### src/rtl/decode_sequencer_pkg.sv
// Shared definitions for the decode sequencer: opcode constants, the
// sequencer state encoding and small opcode helpers.
package decode_sequencer_pkg;

    typedef logic [4:0] opcodeT;
    typedef logic [2:0] drainCntT;

    localparam opcodeT OP_NOP   = 5'b00000;
    localparam opcodeT OP_CALL  = 5'b11000;
    localparam opcodeT OP_CALL2 = 5'b11001;
    localparam opcodeT OP_RET   = 5'b11010;
    localparam opcodeT OP_RET2  = 5'b11011;
    localparam opcodeT OP_RTI   = 5'b11100;
    localparam opcodeT OP_RTI2  = 5'b11101;
    localparam opcodeT OP_INT1  = 5'b11110;
    localparam opcodeT OP_INT2  = 5'b11111;

    typedef enum logic [2:0] {
        ST_NORMAL,
        ST_CALL2,
        ST_RET2,
        ST_RTI2,
        ST_INT1,
        ST_INT2,
        ST_DRAIN
    } seqStateT;

    function automatic logic isSplitOp(opcodeT op);
        return (op == OP_CALL) || (op == OP_RET) || (op == OP_RTI);
    endfunction

    // State that emits the second half of a split opcode.
    function automatic seqStateT splitState(opcodeT op);
        case (op)
            OP_CALL: return ST_CALL2;
            OP_RET:  return ST_RET2;
            OP_RTI:  return ST_RTI2;
            default: return ST_NORMAL;
        endcase
    endfunction

    function automatic opcodeT secondOp(seqStateT s);
        case (s)
            ST_CALL2: return OP_CALL2;
            ST_RET2:  return OP_RET2;
            ST_RTI2:  return OP_RTI2;
            default:  return OP_NOP;
        endcase
    endfunction

endpackage

### src/rtl/decode_sequencer_if.sv
// Decode-stage bus between the IF/ID pipeline side (master) and the
// sequencer that feeds the control unit (slave).
interface decode_sequencer_if;
    import decode_sequencer_pkg::*;

    opcodeT instrOpCode;
    logic   instrValid;
    logic   interruptReq;
    logic   loadUseHazard;
    logic   flush;

    opcodeT opCode;
    logic   makeMeBubble;
    logic   pcStall;
    logic   intAck;

    modport master (
        output instrOpCode, instrValid, interruptReq, loadUseHazard, flush,
        input  opCode, makeMeBubble, pcStall, intAck
    );

    modport slave (
        input  instrOpCode, instrValid, interruptReq, loadUseHazard, flush,
        output opCode, makeMeBubble, pcStall, intAck
    );

endinterface

### src/rtl/decode_sequencer.sv
// Decode-stage sequencer: splits CALL/RET/RTI into opcode pairs, injects the
// INT1/INT2 interrupt pair and inserts load-use and drain bubbles.
module decode_sequencer
    import decode_sequencer_pkg::*;
#(
    parameter int RET_BUBBLES  = 2,
    parameter int CALL_BUBBLES = 0
) (
    input logic               clk,
    input logic               rst,
    decode_sequencer_if.slave bus
);

    localparam drainCntT RET_CNT  = drainCntT'(RET_BUBBLES);
    localparam drainCntT CALL_CNT = drainCntT'(CALL_BUBBLES);

    seqStateT state;
    seqStateT nextState;
    drainCntT drainCnt;
    drainCntT nextDrainCnt;
    drainCntT tailCnt;
    logic     intPending;
    logic     reqPrev;

    opcodeT   opCodeC;
    logic     bubbleC;
    logic     stallC;
    logic     ackC;
    logic     int1Issue;

    logic     splitIn;
    logic     reqEdge;
    logic     intRestart;

    assign splitIn    = bus.instrValid && isSplitOp(bus.instrOpCode);
    assign reqEdge    = bus.interruptReq && !reqPrev;
    // A flush that lands between INT1 and INT2 loses the pair, so re-arm it.
    assign intRestart = bus.flush && ((state == ST_INT1) || (state == ST_INT2));

    // NOTE: every signal driven here gets a default first, so no path can leave
    // one unassigned and infer a latch.
    always_comb begin
        nextState    = state;
        nextDrainCnt = drainCnt;
        tailCnt      = '0;
        opCodeC      = OP_NOP;
        bubbleC      = 1'b0;
        stallC       = 1'b0;
        ackC         = 1'b0;
        int1Issue    = 1'b0;

        if (bus.flush) begin
            bubbleC      = 1'b1;
            nextState    = ST_NORMAL;
            nextDrainCnt = '0;
        end else begin
            case (state)
                ST_NORMAL: begin
                    if (bus.loadUseHazard) begin
                        bubbleC = 1'b1;
                        stallC  = 1'b1;
                    end else if (intPending && !splitIn) begin
                        opCodeC   = OP_INT1;
                        stallC    = 1'b1;
                        int1Issue = 1'b1;
                        nextState = ST_INT2;
                    end else if (splitIn) begin
                        opCodeC   = bus.instrOpCode;
                        stallC    = 1'b1;
                        nextState = splitState(bus.instrOpCode);
                    end else begin
                        opCodeC = bus.instrValid ? bus.instrOpCode : OP_NOP;
                    end
                end

                ST_CALL2, ST_RET2, ST_RTI2: begin
                    tailCnt      = (state == ST_CALL2) ? CALL_CNT : RET_CNT;
                    opCodeC      = secondOp(state);
                    stallC       = (tailCnt != '0);
                    nextDrainCnt = tailCnt;
                    nextState    = (tailCnt != '0) ? ST_DRAIN : ST_NORMAL;
                end

                ST_INT1: begin
                    opCodeC   = OP_INT1;
                    stallC    = 1'b1;
                    int1Issue = 1'b1;
                    nextState = ST_INT2;
                end

                ST_INT2: begin
                    opCodeC      = OP_INT2;
                    ackC         = 1'b1;
                    stallC       = 1'b1;
                    nextDrainCnt = RET_CNT;
                    nextState    = (RET_CNT != '0) ? ST_DRAIN : ST_NORMAL;
                end

                ST_DRAIN: begin
                    bubbleC      = 1'b1;
                    stallC       = 1'b1;
                    nextDrainCnt = drainCnt - 3'd1;
                    if (drainCnt <= 3'd1) begin
                        nextState    = ST_NORMAL;
                        nextDrainCnt = '0;
                    end
                end

                default: begin
                    nextState    = ST_NORMAL;
                    nextDrainCnt = '0;
                end
            endcase
        end
    end

    // NOTE: registers take non-blocking assignments so every flop samples the
    // pre-edge value of the others, independent of statement order.
    always_ff @(posedge clk or negedge rst) begin
        if (!rst) begin
            state      <= ST_NORMAL;
            drainCnt   <= '0;
            intPending <= 1'b0;
            reqPrev    <= 1'b0;
        end else begin
            state    <= nextState;
            drainCnt <= nextDrainCnt;
            reqPrev  <= bus.interruptReq;
            if (int1Issue) begin
                intPending <= 1'b0;
            end else if (reqEdge || intRestart) begin
                intPending <= 1'b1;
            end
        end
    end

    // Outputs are forced idle for as long as reset is held.
    assign bus.opCode       = rst ? opCodeC : OP_NOP;
    assign bus.makeMeBubble = rst & bubbleC;
    assign bus.pcStall      = rst & stallC;
    assign bus.intAck       = rst & ackC;

endmodule
### src/flat_wrapper.sv
// flat-port wrapper written by rule: the top's interface ports become plain ports
module decode_sequencer_flat import decode_sequencer_pkg::*;
#(
    parameter int RET_BUBBLES  = 2,
    parameter int CALL_BUBBLES = 0
)
  (clk, rst, bus_instrOpCode, bus_instrValid, bus_interruptReq, bus_loadUseHazard, bus_flush, bus_opCode, bus_makeMeBubble, bus_pcStall, bus_intAck);
  decode_sequencer_if bus_i ();
  input logic clk;
  input logic rst;
  input wire logic [$bits(bus_i.instrOpCode)-1:0] bus_instrOpCode;
  input wire logic [$bits(bus_i.instrValid)-1:0] bus_instrValid;
  input wire logic [$bits(bus_i.interruptReq)-1:0] bus_interruptReq;
  input wire logic [$bits(bus_i.loadUseHazard)-1:0] bus_loadUseHazard;
  input wire logic [$bits(bus_i.flush)-1:0] bus_flush;
  output wire logic [$bits(bus_i.opCode)-1:0] bus_opCode;
  output wire logic [$bits(bus_i.makeMeBubble)-1:0] bus_makeMeBubble;
  output wire logic [$bits(bus_i.pcStall)-1:0] bus_pcStall;
  output wire logic [$bits(bus_i.intAck)-1:0] bus_intAck;
  assign bus_i.instrOpCode = bus_instrOpCode;
  assign bus_i.instrValid = bus_instrValid;
  assign bus_i.interruptReq = bus_interruptReq;
  assign bus_i.loadUseHazard = bus_loadUseHazard;
  assign bus_i.flush = bus_flush;
  assign bus_opCode = bus_i.opCode;
  assign bus_makeMeBubble = bus_i.makeMeBubble;
  assign bus_pcStall = bus_i.pcStall;
  assign bus_intAck = bus_i.intAck;
  decode_sequencer #(.RET_BUBBLES(RET_BUBBLES), .CALL_BUBBLES(CALL_BUBBLES)) u_core (.clk(clk), .rst(rst), .bus(bus_i));
endmodule
### config.mk
export PLATFORM = sky130hd
export DESIGN_NAME = decode_sequencer_flat
export DESIGN_NICKNAME = d
export VERILOG_FILES = /design/src/rtl/decode_sequencer_pkg.sv /design/src/rtl/decode_sequencer_if.sv /design/src/rtl/decode_sequencer.sv /design/src/flat_wrapper.sv
export SDC_FILE = /design/constraint.sdc
export NUM_CORES = 1
export LEC_CHECK = 0
export CORE_ASPECT_RATIO = 1.25
export CORE_UTILIZATION = 40
export CTS_CLUSTER_DIAMETER = 120
export DETAILED_ROUTE_END_ITERATION = 8
export GPL_TIMING_DRIVEN = 0
export MAX_ROUTING_LAYER = met4
export PLACE_DENSITY = 0.77
export SYNTH_ARGS = -nofsm -noshare
export SYNTH_HDL_FRONTEND = slang
export SYNTH_SLANG_ARGS = --single-unit
### constraint.sdc
create_clock -name clk -period 3.1 [get_ports clk]
set_input_delay 0.465 -clock clk [delete_from_list [all_inputs] [get_ports clk]]
set_output_delay 0.465 -clock clk [all_outputs]
set_load 0.005 [all_outputs]
==> results of run 1 <==
[power groups by stage]
| stage | Combinational (µW) | Sequential [µW] | Clock [µW] |
|---|---|---|---|
| finish | 381 | 156 | 73.8 |
| CTS | 381 | 155 | 77.0 |
| global placement | 374 | 155 | 0 |
| global route | 427 | 160 | 81.2 |
| detailed placement | 379 | 157 | 0 |
| floorplan | 267 | 151 | 0 |
[path summary, 6_finish.rpt]
check	cells after the start	end	slack, ns	startpoint
worst max register to register	5	u_core.drainCnt[2]$_DFFE_PN0P_	1.61	u_core.drainCnt[0]$_DFFE_PN0P_
worst min-delay path	1	u_core.drainCnt[2]$_DFFE_PN0P_	0.48	u_core.drainCnt[2]$_DFFE_PN0P_
worst max-delay path	6	bus_opCode[1]	0.15	rst
worst min register to register	1	u_core.drainCnt[2]$_DFFE_PN0P_	0.48	u_core.drainCnt[2]$_DFFE_PN0P_
min in group asynchronous	1	u_core.intPending$_DFFE_PN0P_	0.51	rst
max in group asynchronous	1	u_core.drainCnt[0]$_DFFE_PN0P_	2.30	rst
[through the flow]
| stage | worst slack [ns] | utilization (%) | hold slack [ns] | total power, µW | instances |
|---|---|---|---|---|---|
| after floorplan | 1.38 | - | 0.169 | 418 | 94 |
| after global placement | 0.150 | 55.9 | 0.477 | 529 | 129 |
| after detailed placement | 0.163 | 55.9 | 0.475 | 536 | 129 |
| after CTS | 0.153 | 57.3 | 0.483 | 613 | 132 |
| after global routing | 0.0100 | 57.3 | 0.536 | 668 | 132 |
| final | 0.147 | 57.3 | 0.485 | 611 | 132 |
[flip-flops by register name, summed over array words and instances, names as in the netlist]
register and cells:
u_core.drainCnt 3, u_core.reqPrev 1, u_core.intPending 1, u_core.state 3
[synthesized netlist by cell type (2+ instances only)]
| master | count |
|---|---|
| buf_2 | 6 |
| nand2_1 | 8 |
| o21ai_0 | 10 |
| a31oi_1 | 3 |
| o21a_1 | 2 |
| nand3_1 | 2 |
| inv_1 | 10 |
| nor3_1 | 3 |
| nor2_1 | 5 |
| nor4_1 | 2 |
| nand2b_1 | 3 |
| dfrtp_1 | 8 |
| ha_1 | 2 |
| o31a_1 | 2 |
| nor4b_1 | 2 |
| a21oi_1 | 11 |
[layer usage]
metal | GRT usage, % | up-vias
li1 | - | 381
met1 | 23.7 | 344
met2 | 34.2 | 33
met3 | 3.20 | 4
met4 | 10.3 | 0
met5 | - | -
[cell type report]
class / instances / area [µm²] / share of cell area, %
clock buffer: 3 / 22.5 / 2.46
inverter: 10 / 37.5 / 4.09
timing repair buffer: 17 / 170 / 18.6
multi-input combinational: 70 / 434 / 47.3
buffer: 6 / 30.0 / 3.27
tap: 18 / 22.5 / 2.46
sequential: 8 / 200 / 21.8
[cells in the final DEF (no fill, tap or decap)]
master | synthesis | routed
ha_1 | 2 | 2
xnor2_1 | 1 | 1
o21ai_0 | 10 | 10
o31a_1 | 2 | 2
o41ai_1 | 1 | 1
a31oi_1 | 3 | 3
nand2b_1 | 3 | 3
dfrtp_1 | 8 | 8
a21oi_1 | 11 | 11
clkdlybuf4s50_1 | 0 | 17
o21a_1 | 2 | 2
o21bai_1 | 1 | 1
and2_4 | 1 | 1
nor2_1 | 5 | 5
a211oi_1 | 1 | 1
or4_1 | 1 | 1
clkbuf_4 | 0 | 3
nand2_1 | 8 | 8
inv_1 | 10 | 10
nand3b_1 | 1 | 1
o21ai_2 | 1 | 1
nor4b_1 | 2 | 2
mux2i_1 | 1 | 1
nand4b_1 | 1 | 1
nor4_1 | 2 | 2
o211a_1 | 1 | 1
nor3_1 | 3 | 3
a221oi_1 | 1 | 1
nor2_4 | 1 | 1
buf_2 | 6 | 6
a2111oi_0 | 1 | 1
o31ai_1 | 1 | 1
nand3_1 | 2 | 2
[kinds of logic (layout without fill, tap and decap cells)]
group	count (synthesis)	after routing
compound gates	36	36
flops	8	8
buf+inv	16	36
fa+ha+maj	2	2
xor+xnor	1	1
simple gates	30	30
mux	1	1
[worst register-to-register path: cells and delay by family (launching register included)]
family / cells / cell delay, ns
compound gates: 3 / 0.61
flops: 1 / 0.42
simple gates: 1 / 0.14
fa+ha+maj: 1 / 0.22
==> summary.md, run 1 <==
| Metric | Value |
|---|---|
| # diodes | 0 |
| Syn-to-layout area delta | 30.7% |
| CP max-delay cell | clkdlybuf4s50_1 |
| Cell Chain, Critical Path | clkdlybuf4s50_1 -> nand2b_1 -> a21oi_1 -> o21ai_0 -> a31oi_1 -> clkdlybuf4s50_1 |
| Port bufs | 17 |
| Drt via density | 5.77 |
| Share of the synthesized area in the top cell type | 28.5% |
| Flops & latches, synth | 8 |
| Final #Nets | 129 |
| Worst-margin pin slew | 0.471 ns |
| Kind of critical path | input port to output pin |
| Residual DRC | 0 |
| P per Cell Area | 666 nW/µm² |
| Syn_nets | 107 |
| Core Rows | 16 |
| Primary FF master, synth | dfrtp_1 |
| Routed wire length | 1730 µm |
| Post-synthesis mux area share | 1.43% |
| Worst-case headroom to the max-slew limit | 68.3% |
| Clock slew at reported path FFs | 0.04 ns |
| Post-place instance area | 895 µm² |
| Clk_skew | 0.00379 ns |
| Cts repair resizes | 0 |
| Metal3 WL | 86 µm |
| CP Max Fanout | 10 |
| Max Root-Sink Buffers | 2 |
| Net Sw Power | 269 µW |
| Max Cap Viol | 0 |
| Status | complete, no violations |
| Layout cells sized above 1 | 10.5% |
| CP Data Required Time | 2.63 ns |
| Die Footprint | 1930 µm² |
| Post-synth EDFFs | 0 |
| Post-route clock period utilization | 95.3% |
| Setup bufs post-CTS | 0 |
| Gr usage total | 21.0% |
| Max layer used | met4 |
| CTS Root Cell | clkbuf_4 |
| Initial Util | 43.8% |
| Mapped Avg Cell Area | 7.47 µm² |
| Global-route wire length before repair | 2810 µm |
| Complex-gate fraction of the synthesized area | 31.9% |
| Yosys warns | 0 |
| Antenna violations before repair | 0 |
| Logic gate share of total power | 62.4% |
| Sequential power share | 25.5% |
| DRT antenna net count | 0 |
| Yosys cell types | 31 |
| Largest family of logic cells by synthesized area | compound AO/OA/AOI/OAI gates |
| Final setup vio count | 0 |
| Fmax | 339 MHz |
| Via count | 762 |
| Peak supply drop | 0.372 mV |
| Critical Path End Type | output pin |
| Post-DP HPWL | 1370 µm |
| RSZ-0062 raised after global routing | false |
| Gpl congestion | 0.863 |
| H-tree levels | 1 |
| Final-layout fill cell count | 155 |
| Worst Path Arrival | 2.49 ns |
| Final min period | 2.95 ns |
| Setup_tns | 0 ns |
| Cell accounting for the most synthesized area | dfrtp_1 |
| CTS sink cnt | 8 |
| Post-Synth Simple-Gate Area | 23.7% |
| Share of synthesized registers carrying an async set or reset | 100% |
| Largest stage delay on the critical path | 0.71 ns |
| Sw frac | 44.0% |
| P_int | 342 µW |
| Post-Route M1 WL | 729 µm |
| Fin area | 917 µm² |
| Slew Viols, Final | 0 |
| CTS hold repair buffers | 0 |
| Cell mode on critical path | clkdlybuf4s50_1 |
| Die H | 48.8 µm |
| Vias in the first global route | 700 |
| Worst skew pair latency | 0.25 ns |
| Synth Area in XOR/XNOR | 1.25% |
| Metal2 WL | 888 µm |
| Largest net degree at the start of global routing | 11 |
| Adder-cell share of the synthesized area | 3.57% |
| CTS tree | done |
| Top post-synthesis cells by area | dfrtp_1, a21oi_1, o21ai_0, inv_1, buf_2 |
| Sequential share of the synthesized area | 28.5% |
| Critical path's top delay family | buffers and inverters |
| WL per Instance | 13.1 µm |
| Mapped Cells | 94 |
| Crit start category | input port |
| Number of CTS-inserted buffers | 3 |
| Clk network pwr share | 12.1% |
| HP Class | flip-flop to flip-flop |
| Global route total overflow | 0 |
| Worst Path Buf+Inv | 2 |
| Die width | 39.5 µm |
| Mapped Area | 702 µm² |
| 1st-iter DRT viols | 15 |
| Final Hold Viols | 0 |
| Core ar. | 1600 µm² |
| Drt pass-1 iters | 4 |
| Leak | 0.000380 µW |
| IO Count | 19 |
No activity file was read; power rests on OpenSTA's default activity.
==> run 2: changes to the inputs <==
==> constraint.sdc (replaced) <==
create_clock -name clk -period 3.1 [get_ports clk]
set_input_delay 0.62 -clock clk [delete_from_list [all_inputs] [get_ports clk]]
set_output_delay 0.62 -clock clk [all_outputs]
set_load 0.005 [all_outputs]
==> run 2 against run 1 <==
First-iteration DRC count is 13% lower; critical path depth stayed put; non-clock buffer count stayed put; clock power hardly changed; register-to-register slack hardly changed; worst hold slack worse by 0.12 ns; clock-buffer cell count stayed put; final area is 0.14% higher; setup slack worse by 0.075 ns; combinational power hardly changed; flip-flop and latch count stayed put; sequential share of layout area hardly changed.
==> summary.md, run 2 (same netlist as run 1, synthesis figures left out) <==
| Metric | Value |
|---|---|
| Max Root-Sink Buffers | 2 |
| Fmax | 330 MHz |
| Gpl congestion | 0.863 |
| Max Cap Viol | 0 |
| Worst R2R End | u_core.drainCnt[2]$_DFFE_PN0P_ |
| Top flop regs | u_core.drainCnt: 3 flops, u_core.state: 3 flops |
| Post-route clock period utilization | 97.7% |
| Residual DRC | 0 |
| Clock slew at reported path FFs | 0.05 ns |
| CP Max Fanout | 5 |
| Worst R2R Start | u_core.drainCnt[0]$_DFFE_PN0P_ |
| Cell Chain, Critical Path | clkdlybuf4s50_1 -> inv_1 -> nor4b_1 -> o21ai_0 -> a21oi_1 -> clkdlybuf4s50_1 |
| Slew Viols, Final | 0 |
| RSZ-0062 raised after global routing | false |
| Status | complete, no violations |
| Core ar. | 1600 µm² |
| Most common cell after layout, fill and taps aside | clkdlybuf4s50_1 |
| Final setup vio count | 0 |
| CTS Root Cell | clkbuf_4 |
| Peak supply drop | 0.372 mV |
| CTS hold repair buffers | 0 |
| P_int | 341 µW |
| Leak | 0.000398 µW |
| Post-DP HPWL | 1370 µm |
| CTS sink cnt | 8 |
| Final #Nets | 129 |
| Number of cells on the critical path | 6 |
| Routed wire length | 1730 µm |
| Net Sw Power | 269 µW |
| Die width | 39.5 µm |
| Worst Path Buf+Inv | 3 |
| DRT antenna net count | 0 |
| Cell mode on critical path | clkdlybuf4s50_1 |
| Crit start category | input port |
| Largest net degree at the start of global routing | 11 |
| Kind of critical path | input port to output pin |
| Core Rows | 16 |
| Drt via density | 5.74 |
| Commonest non-fill, non-tap cells in the layout | clkdlybuf4s50_1, a21oi_1, inv_1 |
| Place WS | -0.147 ns |
| P per Cell Area | 664 nW/µm² |
| Worst R2R Path Depth | 5 |
| Worst-margin pin slew | 0.471 ns |
| Vias in the first global route | 703 |
| Via count | 758 |
| Worst-case headroom to the max-slew limit | 68.3% |
| Number of CTS-inserted buffers | 3 |
| Setup ws final | 0.0725 ns |
| Largest stage delay on the critical path | 0.55 ns |
| Critical Path End Type | output pin |
| Final Hold Viols | 0 |
| Global route total overflow | 0 |
| Drt pass-1 iters | 4 |
| Die H | 48.8 µm |
| Clk network pwr share | 12.1% |
| CP Data Required Time | 2.48 ns |
| Gr usage total | 21.1% |
| Layout cells sized above 1 | 10.5% |
| Antenna violations before repair | 0 |
| HP Class | input port to asynchronous set/reset pin |
| Clk_skew | 0.00379 ns |
| Non-Filler Instances | 132 |
| Global-route wire length before repair | 2820 µm |
| Port bufs | 17 |
| CTS tree | done |
| H-tree levels | 1 |
| Flop-to-flop setup slack | 1.61 ns |
| Setup bufs post-CTS | 0 |
| Die Footprint | 1930 µm² |
| CP max-delay cell | clkdlybuf4s50_1 |
| # diodes | 0 |
| Worst Path Arrival | 2.41 ns |
| Overall power | 610 µW |
| IO Count | 19 |
| Final min period | 3.03 ns |
| Initial Util | 43.8% |
| Dpl cells | 129 |
| Sw frac | 44.1% |
| Worst skew pair latency | 0.25 ns |
| Critical path's top delay family | buffers and inverters |
| WL per Instance | 13.1 µm |
| Sequential power share | 25.6% |
| Syn-to-layout area delta | 30.8% |
| 1st-iter DRT viols | 13 |
| Logic gate share of total power | 62.3% |
[run 2: cell types whose count changed in the layout (fill, tap and decap cells not counted), sizes merged]
cell,change
clkdlybuf4s15,+1
clkdlybuf4s50,-3
dlygate4sd2,+1
dlymetal6s2s,+1
[run 2: routing by layer]
metal / vias to the layer above / GRT usage, % / wire [µm]
met5: - / - / 0
met4: 0 / 10.3 / 26
met3: 4 / 3.20 / 88
met2: 33 / 34.2 / 888
met1: 340 / 24.0 / 730
li1: 381 / - / -
[run 2: timing repair]
| action | 4_1_cts | 5_1_grt |
|---|---|---|
| cloned | 0 | 0 |
| setup endpoints to repair | 2 | 3 |
| gates resized for setup | 2 | 3 |
[run 2: power groups by stage]
stage / logic (µW) / clock network (µW) / registers [µW]
after floorplan: 267 / 0 / 151
after global placement: 374 / 0 / 155
after detailed placement: 379 / 0 / 157
after CTS: 380 / 77.0 / 155
after global routing: 426 / 81.2 / 160
final: 380 / 73.8 / 156
[run 2: final cells by class]
type / count / area [µm²]
inverter: 10 / 37.5
buffer: 6 / 30.0
timing repair buffer: 17 / 171
fill: 153 / 683
clock buffer: 3 / 22.5
multi-input combinational: 70 / 434
sequential: 8 / 200
tap: 18 / 22.5
[run 2: worst max-delay path by stage]
| stage | from | to | slack [ns] |
|---|---|---|---|
| floorplan | bus_flush | bus_opCode[1] | 1.07 |
| global placement | rst | bus_opCode[1] | -0.16 |
| detailed placement | rst | bus_opCode[1] | -0.15 |
| CTS | bus_instrOpCode[2] | bus_opCode[2] | 0.007 |
| global route | bus_instrValid | bus_opCode[0] | 0.0005 |
| finish | bus_instrValid | bus_opCode[0] | 0.07 |
[run 2: metrics by stage]
stage | hold slack [ns] | cell area (µm²) | setup TNS, ns | util [%]
6_report | 0.367 | 918 | 0 | 57.3
5_1_grt | 0.389 | 918 | 0 | 57.3
4_1_cts | 0.403 | 915 | 0 | 57.1
3_5_place_dp | 0.475 | 895 | -0.167 | 55.9
3_3_place_gp | 0.477 | 895 | -0.160 | 55.9
2_1_floorplan | 0.324 | 702 | 0 | -
[run 2: worst reg2reg max path: cells and delay by family, from the launching register on]
family / cells / cell delay [ns]
compound gates: 3 / 0.61
fa+ha+maj: 1 / 0.22
flops: 1 / 0.42
simple gates: 1 / 0.14
==> run 3: changes to the inputs <==
CORE_UTILIZATION = 30   (was 40)
PLACE_DENSITY = 0.63   (was 0.77)
SETUP_SLACK_MARGIN = 0.15   (was not set)
==> run 3 against run 2 <==
Clock skew down 0.0015 ns; setup slack better by 0.20 ns; first-iteration DRC count grew 130%; power rose by 0.35%; largest power group unchanged.
==> summary.md, run 3 (same netlist as run 1, synthesis figures left out) <==
| Metric | Value |
|---|---|
| Status | complete, no violations |
| Layout cells sized above 1 | 12.3% |
| Logic gate share of total power | 62.2% |
| Routed wire length | 1700 µm |
| P_int | 340 µW |
| Net Sw Power | 272 µW |
| Slew Viols, Final | 0 |
| Vias in the first global route | 726 |
| Worst R2R Start | u_core.state[0]$_DFFE_PN0P_ |
| Largest stage delay on the critical path | 0.52 ns |
| Max Cap Viol | 0 |
| Core ar. | 2210 µm² |
| CP startpoint | bus_instrOpCode[2] |
| Post-DP HPWL | 1360 µm |
| Drt pass-1 iters | 4 |
| Worst skew pair latency | 0.25 ns |
| CP Data Required Time | 2.48 ns |
| Drt via density | 5.17 |
| CP Max Fanout | 5 |
| Top flop regs | u_core.drainCnt: 3 flops, u_core.state: 3 flops |
| Setup bufs post-CTS | 0 |
| Syn-to-layout area delta | 34.9% |
| Clock slew at reported path FFs | 0.05 ns |
| Dpl cells | 142 |
| Worst R2R End | u_core.state[1]$_DFFE_PN0P_ |
| Post-route clock period utilization | 91.1% |
| Clk_skew | 0.00229 ns |
| Gr usage total | 15.7% |
| Critical Path End Type | output pin |
| Non-Filler Instances | 145 |
| Worst-margin pin slew | 0.452 ns |
| RSZ-0062 raised after global routing | false |
| Initial Util | 31.7% |
| Worst R2R Path Depth | 5 |
| Die H | 56.1 µm |
| Final Hold Viols | 0 |
| Commonest non-fill, non-tap cells in the layout | a21oi_1, clkdlybuf4s50_1, inv_1 |
| CP max-delay cell | clkdlybuf4s50_1 |
| Via count | 749 |
| Worst Path Arrival | 2.20 ns |
| Final setup vio count | 0 |
| Sequential power share | 25.7% |
| Flop-to-flop setup slack | 1.64 ns |
| Cell Chain, Critical Path | clkdlybuf4s50_1 -> and2_4 -> o21ai_2 -> or4_1 -> a31oi_1 -> dlygate4sd2_1 |
| Fmax | 354 MHz |
| CTS sink cnt | 8 |
| WL per Instance | 11.7 µm |
| Overall power | 612 µW |
| Peak supply drop | 0.324 mV |
| CP Capture Point | bus_opCode[2] |
| IO Count | 19 |
| Port bufs | 17 |
| P per Cell Area | 646 nW/µm² |
| # diodes | 0 |
| Worst-case headroom to the max-slew limit | 69.6% |
| Setup_tns | 0 ns |
| DRT antenna net count | 0 |
| Final #Nets | 129 |
| Largest net degree at the start of global routing | 11 |
| Core Rows | 19 |
| Max Root-Sink Buffers | 2 |
| HP Class | input port to asynchronous set/reset pin |
| Global route total overflow | 0 |
| Leak | 0.000427 µW |
| Number of CTS-inserted buffers | 3 |
| 1st-iter DRT viols | 30 |
| CTS tree | done |
| Die Footprint | 2540 µm² |
| H-tree levels | 1 |
| Crit start category | input port |
| Global-route wire length before repair | 2930 µm |
| Gpl congestion | 0.856 |
| Clk network pwr share | 12.1% |
| Die width | 45.3 µm |
| Antenna violations before repair | 0 |
| Sw frac | 44.4% |
| Final-layout fill cell count | 229 |
| Kind of critical path | input port to output pin |
| Final min period | 2.82 ns |
| Residual DRC | 0 |
| CTS Root Cell | clkbuf_4 |
run 3: how the worst min path moves through the flow:
stage | start | to | slack, ns | cells after the start
after floorplan | rst | u_core.drainCnt[0]$_DFFE_PN0P_ | 0.32 | 0
after global placement | u_core.drainCnt[2]$_DFFE_PN0P_ | u_core.drainCnt[2]$_DFFE_PN0P_ | 0.48 | 1
after detailed placement | u_core.drainCnt[2]$_DFFE_PN0P_ | u_core.drainCnt[2]$_DFFE_PN0P_ | 0.47 | 1
after CTS | rst | u_core.state[1]$_DFFE_PN0P_ | 0.40 | 1
after global routing | rst | u_core.state[1]$_DFFE_PN0P_ | 0.23 | 1
final | rst | u_core.state[1]$_DFFE_PN0P_ | 0.22 | 1
run 3: layer usage:
layer	up-vias	share of wire [%]	GRT usage [%]
met5	-	0	-
met4	0	0.82	7.36
met3	2	2.4	1.30
met2	14	52	26.3
met1	351	45	18.1
li1	382	-	-
run 3: per-stage QoR:
step	utilization, %	hold WS, ns	setup slack, ns	instance area (µm²)
global placement	41.2	0.479	-0.175	911
CTS	42.3	0.401	0.0988	935
detailed placement	41.2	0.473	-0.163	911
global route	42.8	0.228	0.182	947
finish	42.8	0.224	0.276	947
floorplan	-	0.324	1.07	702
run 3: power groups by stage:
stage	clock network (µW)	logic, µW	registers, µW
after floorplan	0	267	151
after global placement	0	378	155
final	74.2	381	157
after global routing	85.0	433	161
after CTS	79.4	380	154
after detailed placement	0	381	155
run 3: critical path, delay by kind of cell:
family,cells,cell delay (ns)
compound gates,2,0.23
simple gates,2,0.58
buf+inv,2,0.77
run 3: repair_timing:
item	in CTS	in global routing
gates resized for setup	6	8
hold buffers	0	0
endpoints found under the setup margin	6	5
pin swaps	0	1
run 3: final cells by class:
type / instances / area [µm²] / share of cell area, %
Buffer: 6 / 32.5 / 3.43
Sequential cell: 8 / 200 / 21.1
Tap cell: 31 / 38.8 / 4.10
Multi-Input combinational cell: 70 / 449 / 47.4
Clock buffer: 3 / 22.5 / 2.38
Inverter: 10 / 37.5 / 3.96
Timing Repair Buffer: 17 / 166 / 17.6
